[config.mk]
export PLATFORM = sky130hd
export DESIGN_NAME = cr_cceip_ib_arb
export DESIGN_NICKNAME = d
export VERILOG_FILES = /design/src/rtl/cr_cceip_ib_arb.sv
export SDC_FILE = /design/constraint.sdc
export NUM_CORES = 1
export LEC_CHECK = 0
export ABC_AREA = 1
export CAP_MARGIN = 20
export CORE_ASPECT_RATIO = 0.7
export CORE_MARGIN = 3
export CORE_UTILIZATION = 30
export CTS_CLUSTER_DIAMETER = 40
export DETAILED_ROUTE_END_ITERATION = 6
export PLACE_DENSITY_LB_ADDON = 0.25
export SETUP_SLACK_MARGIN = 0.3
export SYNTH_ARGS = -nofsm -noshare
export SYNTH_HDL_FRONTEND = slang
export SYNTH_SLANG_ARGS = --single-unit
[constraint.sdc]
create_clock -name clk -period 3.15 [get_ports clk]
set_clock_uncertainty 0.2 [all_clocks]
set_input_delay 0.63 -clock clk [delete_from_list [all_inputs] [get_ports clk]]
set_output_delay 0.63 -clock clk [all_outputs]
set_load 0.05 [all_outputs]
[src/rtl/cr_cceip_ib_arb.sv]
// cr_cceip_ib_arb: frame-level round-robin arbiter that multiplexes N_REQ
// AXI-Stream job sources onto the single CCE engine inbound port. A granted
// source owns the port until its tlast beat is accepted. The output is driven
// from a 2-entry skid buffer, so backpressure costs no throughput.
module cr_cceip_ib_arb #(
  parameter int N_REQ = 4,
  parameter int DW    = 64,
  parameter int SW    = 8,
  parameter int UW    = 8,
  parameter int TIDW  = 3
) (
  input  logic                clk,
  input  logic                rst,
  input  logic [N_REQ-1:0]    src_tvalid,
  output logic [N_REQ-1:0]    src_tready,
  input  logic [N_REQ*DW-1:0] src_tdata,
  input  logic [N_REQ*SW-1:0] src_tstrb,
  input  logic [N_REQ*UW-1:0] src_tuser,
  input  logic [N_REQ-1:0]    src_tlast,
  output logic                ib_tvalid,
  input  logic                ib_tready,
  output logic [DW-1:0]       ib_tdata,
  output logic [SW-1:0]       ib_tstrb,
  output logic [UW-1:0]       ib_tuser,
  output logic                ib_tlast,
  output logic [TIDW-1:0]     ib_tid,
  output logic                arb_idle,
  output logic [31:0]         frame_cnt
);

  localparam int IW = (N_REQ > 1) ? $clog2(N_REQ) : 1;
  localparam int EW = DW + SW + UW + 1 + TIDW;

  typedef enum logic {IDLE, XFER} state_t;

  state_t          state, state_nxt;
  logic [IW-1:0]   rr_ptr, rr_nxt;
  logic [IW-1:0]   grant, grant_nxt;
  logic [IW-1:0]   sel;
  logic            sel_vld;

  logic [DW-1:0]   beat_d;
  logic [SW-1:0]   beat_s;
  logic [UW-1:0]   beat_u;
  logic            beat_l;
  logic [EW-1:0]   beat_in;

  // skid_p0 is the head entry feeding ib_*, skid_p1 the entry behind it
  logic [EW-1:0]   skid_p0, skid_p1;
  logic [1:0]      cnt;
  logic            push, pop;

  // Round-robin search: first valid source starting at rr_ptr, wrapping mod N_REQ
  always_comb begin
    logic [IW:0] idx;
    sel     = '0;
    sel_vld = 1'b0;
    idx     = '0;
    for (int k = N_REQ - 1; k >= 0; k--) begin
      idx = {1'b0, rr_ptr} + (IW+1)'(k);
      if (idx >= (IW+1)'(N_REQ)) idx = idx - (IW+1)'(N_REQ);
      if (src_tvalid[idx[IW-1:0]]) begin
        sel     = idx[IW-1:0];
        sel_vld = 1'b1;
      end
    end
  end

  // Select the granted source's beat fields
  always_comb begin
    beat_d = '0;
    beat_s = '0;
    beat_u = '0;
    beat_l = 1'b0;
    for (int i = 0; i < N_REQ; i++) begin
      if (grant == IW'(i)) begin
        beat_d = src_tdata[i*DW +: DW];
        beat_s = src_tstrb[i*SW +: SW];
        beat_u = src_tuser[i*UW +: UW];
        beat_l = src_tlast[i];
      end
    end
  end

  assign beat_in    = {beat_d, beat_s, beat_u, beat_l, TIDW'(grant)};
  assign src_tready = (state == XFER && cnt != 2'd2) ? (N_REQ'(1) << grant) : '0;
  assign push       = (state == XFER) && src_tvalid[grant] && (cnt != 2'd2);
  assign pop        = (cnt != 2'd0) && ib_tready;

  // Next-state logic: one grant cycle in IDLE, release the port on the tlast beat
  always_comb begin
    state_nxt = state;
    grant_nxt = grant;
    rr_nxt    = rr_ptr;
    case (state)
      IDLE: begin
        if (sel_vld) begin
          grant_nxt = sel;
          state_nxt = XFER;
        end
      end
      XFER: begin
        if (push && beat_l) begin
          state_nxt = IDLE;
          rr_nxt    = (grant == IW'(N_REQ - 1)) ? '0 : grant + 1'b1;
        end
      end
      default: state_nxt = IDLE;
    endcase
  end

  // Arbiter state registers
  always_ff @(posedge clk) begin
    if (rst) begin
      state  <= IDLE;
      grant  <= '0;
      rr_ptr <= '0;
    end else begin
      state  <= state_nxt;
      grant  <= grant_nxt;
      rr_ptr <= rr_nxt;
    end
  end

  // Skid buffer: in-order 2-entry FIFO; entries are cleared on reset so ib_* reads zero
  always_ff @(posedge clk) begin
    if (rst) begin
      cnt     <= 2'd0;
      skid_p0 <= '0;
      skid_p1 <= '0;
    end else begin
      case ({push, pop})
        2'b10: begin
          if (cnt == 2'd0) skid_p0 <= beat_in;
          else             skid_p1 <= beat_in;
          cnt <= cnt + 2'd1;
        end
        2'b01: begin
          skid_p0 <= skid_p1;
          cnt     <= cnt - 2'd1;
        end
        2'b11: begin
          // push needs cnt<2 and pop needs cnt>0, so exactly one entry is held here
          skid_p0 <= beat_in;
        end
        default: ;
      endcase
    end
  end

  // Completed-frame counter, stepped when the tlast beat leaves the buffer
  always_ff @(posedge clk) begin
    if (rst) frame_cnt <= '0;
    else if (pop && ib_tlast) frame_cnt <= frame_cnt + 32'd1;
  end

  assign {ib_tdata, ib_tstrb, ib_tuser, ib_tlast, ib_tid} = skid_p0;
  assign ib_tvalid = (cnt != 2'd0);
  assign arb_idle  = (state == IDLE) && (cnt == 2'd0);

endmodule

==> results.txt, run 1 <==
Core Area -> 40100 um2
Syn Std Cell Area -> 12300 um2
Seq/Total Area, Yosys -> 33.4%
Met3 Use GR -> 5.92%
Syn avg cell area -> 6.10 um2
Cell count along the critical path -> 4
TritonCTS clock tree -> done
GPL Wtd Cong -> 0.893
Crit. End Element -> output pin
Die Ht -> 175 um
Worst r2r src -> grant[1]
I/O pin count -> 453
Routed Antenna Nets -> 0
Tot Pwr -> 0.0135 W
Worst R2R Path Depth -> 11
Die footprint -> 43500 um2
Drt drc -> 0
Clock Tree Root -> clkbuf_16
Slew @ Worst Pin -> 681 ps
GR met1 Demand/Resource -> 27.7%
Cts hold-fix bufs -> 0
Largest net degree at the start of global routing -> 95
Post-layout nets -> 2743
Max H-tree Level -> 2
Leakage -> 7.90 nW
First-pass GRT wire length -> 76600 um
WP data required -> 2320 ps
Clock sink count -> 205
Port Buf Inserts -> 451
GR Layer Usage met2 -> 37.2%
Crit-path cells -> ha_4 -> clkinv_2 -> nor2_1 -> buf_12
GRT overflow -> 0
Endpoints failing setup -> 0
Area of the multi-input gates -> 6780 um2
Crit path from -> grant[1]
Detailed Route Iter0 Violations -> 847
Fill cells -> 4164
DR WL/cell -> 17.0 um
Fraction of layout cells with a size suffix above 1 -> 8.38%
R2r setup slk -> 610 ps
DIE WIDTH -> 248 um
Tmin final -> 2730 ps
Worst path top cell family by delay -> flip-flops
RSZ-0062 raised after global routing -> yes
Hold Path Class -> flip-flop to flip-flop
Critical path fanouts, max -> 13
Total CTS buffers -> 38
Final hold violation count -> 0
Cell Rows -> 61
Worst path max stage delay -> 490 ps
Number of global-route vias before repair -> 13800
Setup TNS -> 0 ps
Busiest metal layer after global routing -> met2
Worst EP arrival -> 1900 ps
CP max stage cell -> dfxtp_1
1st-pass router iterations -> 5
Final cell count without fillers -> 2974
Synth cell types -> 34
Hold Path Depth -> 2
Max Cap Viol -> 0
Clk slew on worst S/H paths -> 50 ps
WS Path Type -> flip-flop to output pin
Bufs on Longest Clock Path -> 3
Sequential cell area -> 4110 um2
Placed Cells -> 2897
Status -> completed
Vias -> 14400
Tcrit/Tclk final -> 86.8%
Achievable Freq -> 366 MHz
#FFs+latches synth -> 205
Relative slew slack -> 54.6%
Buf/Inv on CP -> 2
Worst-Skew Late Latency -> 510 ps
Starting Density -> 30.7%
Ys Warns -> 0
Power Density -> 725 nW/um2
Avg Vias per Cell -> 4.84
Syn Inst Count -> 2017
Total global-route track usage -> 22.3%
Post-synth net total -> 2356
Area growth syn-to-layout -> 51.3%
Min-delay src -> skid_p0[64]
Slew Limit Fails -> 0
Initial antenna violation count -> 7
Post-DP HPWL -> 36600 um
Total wire length -> 50500 um
VDD IR max -> 0.395 mV
Crit start category -> flip-flop
[repair_timing]
item	in CTS	in global routing
buffers inserted	1	1
endpoints found under the setup margin	6	14
resized for setup	3	3
pin swaps	1	1
[routing by layer]
metal  share of wire, %  routed length, um
met5              0.093                 47
met4                3.2               1640
met3                7.6               3820
met2                 47              23700
met1                 42              21300
[sequential cells by signal (all words and copies together) (netlist names)]
register,cells
skid_p1,83
rr_ptr,2
cnt,2
skid_p0,83
grant,2
frame_cnt,32
state,1
[synthesized netlist by cell type]
master / instances / area (um2)
dfxtp_1: 205 / 4100
nor2_8: 1 / 20.0
nor3_2: 2 / 20.0
nor2_1: 248 / 931
a21oi_4: 1 / 16.3
a31oi_1: 1 / 6.26
nor3_1: 6 / 30.0
nand3_1: 22 / 110
nand2_4: 2 / 22.5
nand2_1: 471 / 1770
nand2_2: 3 / 18.8
buf_1: 3 / 11.3
nor2_4: 1 / 11.3
inv_1: 199 / 747
buf_2: 34 / 170
clkbuf_1: 83 / 312
o21ai_0: 301 / 1510
nor2_2: 71 / 444
ha_1: 8 / 100
a21oi_1: 264 / 1320
xnor2_1: 1 / 8.76
xor2_1: 6 / 52.6
nor3b_1: 1 / 7.51
inv_2: 5 / 18.8
o211ai_1: 3 / 22.5
nand4_1: 11 / 68.8
o21a_1: 2 / 15.0
conb_1: 1 / 3.75
buf_4: 3 / 22.5
nand3b_1: 4 / 30.0
o21ai_1: 35 / 175
clkinv_1: 1 / 3.75
buf_6: 17 / 191
a21oi_2: 1 / 8.76
[path summary, 6_finish.rpt]
path                    to
min            skid_p0[64]
max reg2reg    skid_p0[23]
max          src_tready[3]
min reg2reg    skid_p0[64]
[kinds of logic (layout without fill, tap and decap cells)]
family	after synthesis	in the layout	share of synthesized area [%]
buffers and inverters	345	762	12.0
flip-flops	205	205	33.4
adder cells (fa/ha/maj)	8	8	0.814
XOR/XNOR	7	7	0.498
other	1	6	0.0305
AO/OA/AOI/OAI	608	608	25.0
AND/OR/NAND/NOR	843	843	28.3
[worst min-delay path: stages, from the launching register on]
cell	delay [ps]
dfxtp_1	320
o21ai_1	70
nor2_1	70
[layout make-up]
type                            instances  area share, %
Antenna cell                            5         0.0672
Clock buffer                           50           5.96
Clock inverter                         20           1.04
Inverter                              205           4.18
Multi-Input combinational cell       1467           36.4
Sequential cell                       205           22.1
Tap cell                              535           3.60
Timing Repair Buffer                  487           26.7
[through the flow]
step	hold slack [ps]	cell area, um2	utilization [%]	worst slack (ps)
6_report	292	18600	46.4	417
5_1_grt	326	18600	46.4	285
4_1_cts	298	18600	46.4	317
3_5_place_dp	284	17300	43.1	109
3_3_place_gp	279	17300	43.1	145
2_1_floorplan	264	12300	-	549
[placed cells by master, fill, tap and decap left out, types with 8 or more instances in the layout]
cell type,count
nand2_1,471
clkdlybuf4s50_1,445
o21ai_0,299
a21oi_1,264
nor2_1,248
dfxtp_1,204
inv_1,194
nor2_2,71
clkbuf_16,41
o21ai_1,37
buf_4,26
nand3_1,22
buf_12,15
nand4_1,11
clkinv_2,8
[report_power, final]
group	switching (W)	internal, W
Combinational	0.00396	0.00203
Sequential	0.000273	0.00311
Clock	0.00145	0.00267
Total	0.00569	0.00780
No activity file was read; power rests on OpenSTA's default activity.
==> run 2: changes to the inputs <==
- ABC_AREA: 1 -> not set
==> results.txt, run 2 <==
I/O pin count -> 453 (unchanged)
Bufs on Longest Clock Path -> 3 (unchanged)
WS Path Type -> flip-flop to output pin
Top cells by area, synth -> dfxtp_1, nand2_1, mux2i_1
Finished Cell Area -> 17900 um2 (-3.7%)
Fraction of layout cells with a size suffix above 1 -> 7.28% (-1.1 points)
Worst flop-to-flop path endpoint -> skid_p0[39]
Avg Vias per Cell -> 5.15 (+6.4%)
Final hold slack -> 253 ps (-39.1 ps)
CP Capture Point -> src_tready[2]
Area leader, netlist -> dfxtp_1
Synth cell types -> 42 (+24%)
Post-synth net total -> 1784 (-24%)
GPL Wtd Cong -> 0.812 (-9.1%)
1st-pass router iterations -> 6 (+1)
Commonest cells in the netlist -> nand2_1, dfxtp_1, a21oi_1
Total CTS buffers -> 31 (-18%)
Post-DP HPWL -> 31400 um (-14%)
Worst r2r src -> grant[1]
Detailed Route Iter0 Violations -> 710 (-16%)
CP max stage cell -> ha_4
Seq/Total Area, Yosys -> 35.9% (+2.5 points)
Area growth syn-to-layout -> 56.6%
Syn Inst Count -> 1445 (-28%)
VDD IR max -> 0.366 mV (-7.5%)
Largest net degree at the start of global routing -> 83 (-13%)
Die Ht -> 169 um (-3.4%)
Vias -> 12100 (-16%)
Biggest regs -> skid_p0 x83, skid_p1 x83, frame_cnt x32
Crit start category -> flip-flop
Final worst slack -> 345 ps (-72.3 ps)
Clk slew on worst S/H paths -> 60 ps (about the same)
Slew @ Worst Pin -> 648 ps (-32.8 ps)
Area of the multi-input gates -> 6850 um2 (+1.0%)
Clock sink count -> 205 (unchanged)
Worst path max stage delay -> 510 ps (+20 ps)
Crit. End Element -> output pin
R2r setup slk -> 390 ps (-220 ps)
Total global-route track usage -> 20.3% (-2.0 points)
Core Area -> 37400 um2 (-6.8%)
Port Buf Inserts -> 451 (unchanged)
Most used DFF post-synth -> dfxtp_1
Most frequent cell after synthesis -> nand2_1
Endpoints failing setup -> 0 (unchanged)
TritonCTS clock tree -> done
Most frequent cells in the layout -> clkdlybuf4s50_1, nand2_1, dfxtp_1
Power Density -> 660 nW/um2 (-9.0%)
DIE WIDTH -> 239 um (-3.5%)
Fill cells -> 3588 (-14%)
Max H-tree Level -> 1 (-1)
Setup TNS -> 0 ps (unchanged)
WP data required -> 2320 ps (about the same)
Leakage -> 5.91 nW (-25%)
GRT overflow -> 0 (unchanged)
Initial antenna violation count -> 4 (-3)
Routed Antenna Nets -> 0 (unchanged)
Crit-path cells -> inv_1 -> ha_4 -> and3_1 -> buf_12
Worst R2R Path Depth -> 8 (-3)
Worst-Skew Late Latency -> 550 ps (+40 ps)
Syn Std Cell Area -> 11400 um2 (-7.0%)
Achievable Freq -> 356 MHz (-2.6%)
Critical path fanouts, max -> 39 (+26)
Max Cap Viol -> 0 (unchanged)
RSZ-0062 raised after global routing -> yes
Slew Limit Fails -> 0 (unchanged)
Post-synth EDFFs -> 0 (unchanged)
Die footprint -> 40500 um2 (-6.8%)
DR WL/cell -> 18.8 um (+11%)
Ys Warns -> 0 (unchanged)
Pre-CTS setup slack -> 72.7 ps (-36.0 ps)
Synth top area share -> 35.9% (+2.5 points)
Total wire length -> 44400 um (-12%)
Status -> completed
Crit path from -> grant[0]
Clock Tree Root -> clkbuf_16
DP Area -> 16700 um2 (-3.4%)
Drt drc -> 0 (unchanged)
Tmin final -> 2810 ps (+72.3 ps)
Tcrit/Tclk final -> 89.1% (+2.3 points)
Commonest non-fill, non-tap cell in the layout -> clkdlybuf4s50_1
Number of global-route vias before repair -> 11500 (-16%)
Cell Rows -> 59 (-3.3%)
Post-layout nets -> 2182 (-20%)
First-pass GRT wire length -> 66000 um (-14%)
Starting Density -> 30.6% (-0.076 points)
Async SR Flop Fraction -> 0% (unchanged)
Relative slew slack -> 56.7% (+2.0 points)
Worst EP arrival -> 1980 ps (+80 ps)
Final hold violation count -> 0 (unchanged)
#FFs+latches synth -> 205 (unchanged)
Syn avg cell area -> 7.92 um2 (+30%)
Sequential cell area -> 4100 um2 (about the same)
Hold Path Class -> flip-flop to flip-flop
Min-delay src -> skid_p1[66]
-- run 2: cell type report --
class,count,share of cell area (%)
clock inverter,23,1.29
inverter,13,0.272
sequential,205,22.9
clock buffer,34,4.45
antenna,5,0.0698
tap,488,3.41
timing repair buffer,505,29.4
multi-input combinational,1087,38.2
-- run 2: layer usage --
layer  part of all wire [%]  global-route usage, %  vias up
li1                       -                      -     5995
met1                     44                   26.4     5752
met2                     47                   34.0      345
met3                    7.1                   4.94       54
met4                    2.0                   5.20        0
met5                      0                      0        -
-- run 2: per-stage QoR --
step                total power, W  std cells  util (%)
finish                      0.0118       2360      48.0
global route                0.0124       2359      48.0
CTS                         0.0119       2348      47.6
detailed placement         0.00849       2287      44.7
global placement           0.00845       2287      44.7
floorplan                  0.00646       1445         -
-- run 2: power by group --
group          switching (W)  internal, W  total, W
sequential          0.000251      0.00305   0.00331
combinational        0.00316      0.00197   0.00513
clock                0.00135      0.00204   0.00339
total                0.00476      0.00706    0.0118
-- run 2: logic make-up (layout without fill, tap and decap cells) --
| kind of cell | after synthesis | after routing | share of synthesized area (%) |
|---|---|---|---|
| other | 1 | 6 | 0.0328 |
| DFF | 205 | 205 | 35.9 |
| buffers and inverters | 153 | 575 | 5.33 |
| muxes | 84 | 84 | 7.46 |
| adders and majority gates | 8 | 8 | 0.875 |
| and+or+nand+nor | 667 | 667 | 30.5 |
| AOI/OAI and AO/OA | 317 | 317 | 19.1 |
| xor gates and xnor gates | 10 | 10 | 0.766 |
-- run 2: what timing repair did --
| item | 4_1_cts | 5_1_grt |
|---|---|---|
| gates resized for setup | 6 | 8 |
| setup buffers | 4 | 5 |
| hold buffers | 0 | 0 |
| pin swaps | 0 | 1 |
| setup endpoints to repair | 14 | 11 |
| cloned | 0 | 2 |
-- run 2: critical path, delay by kind of cell (launching register included) --
kind,cells,cell delay [ps]
fa+ha+maj,1,510
buf+inv,2,310
flops,1,310
simple gates,1,290
-- run 2: how the worst min path moves through the flow --
stage | slack (ps) | to | cells past startpoint
after floorplan | 240 | skid_p1[0] | 2
after detailed placement | 250 | skid_p1[18] | 2
after CTS | 240 | cnt[0] | 2
after global placement | 240 | skid_p1[12] | 2
after global routing | 270 | skid_p1[28] | 2
final | 250 | skid_p1[66] | 2
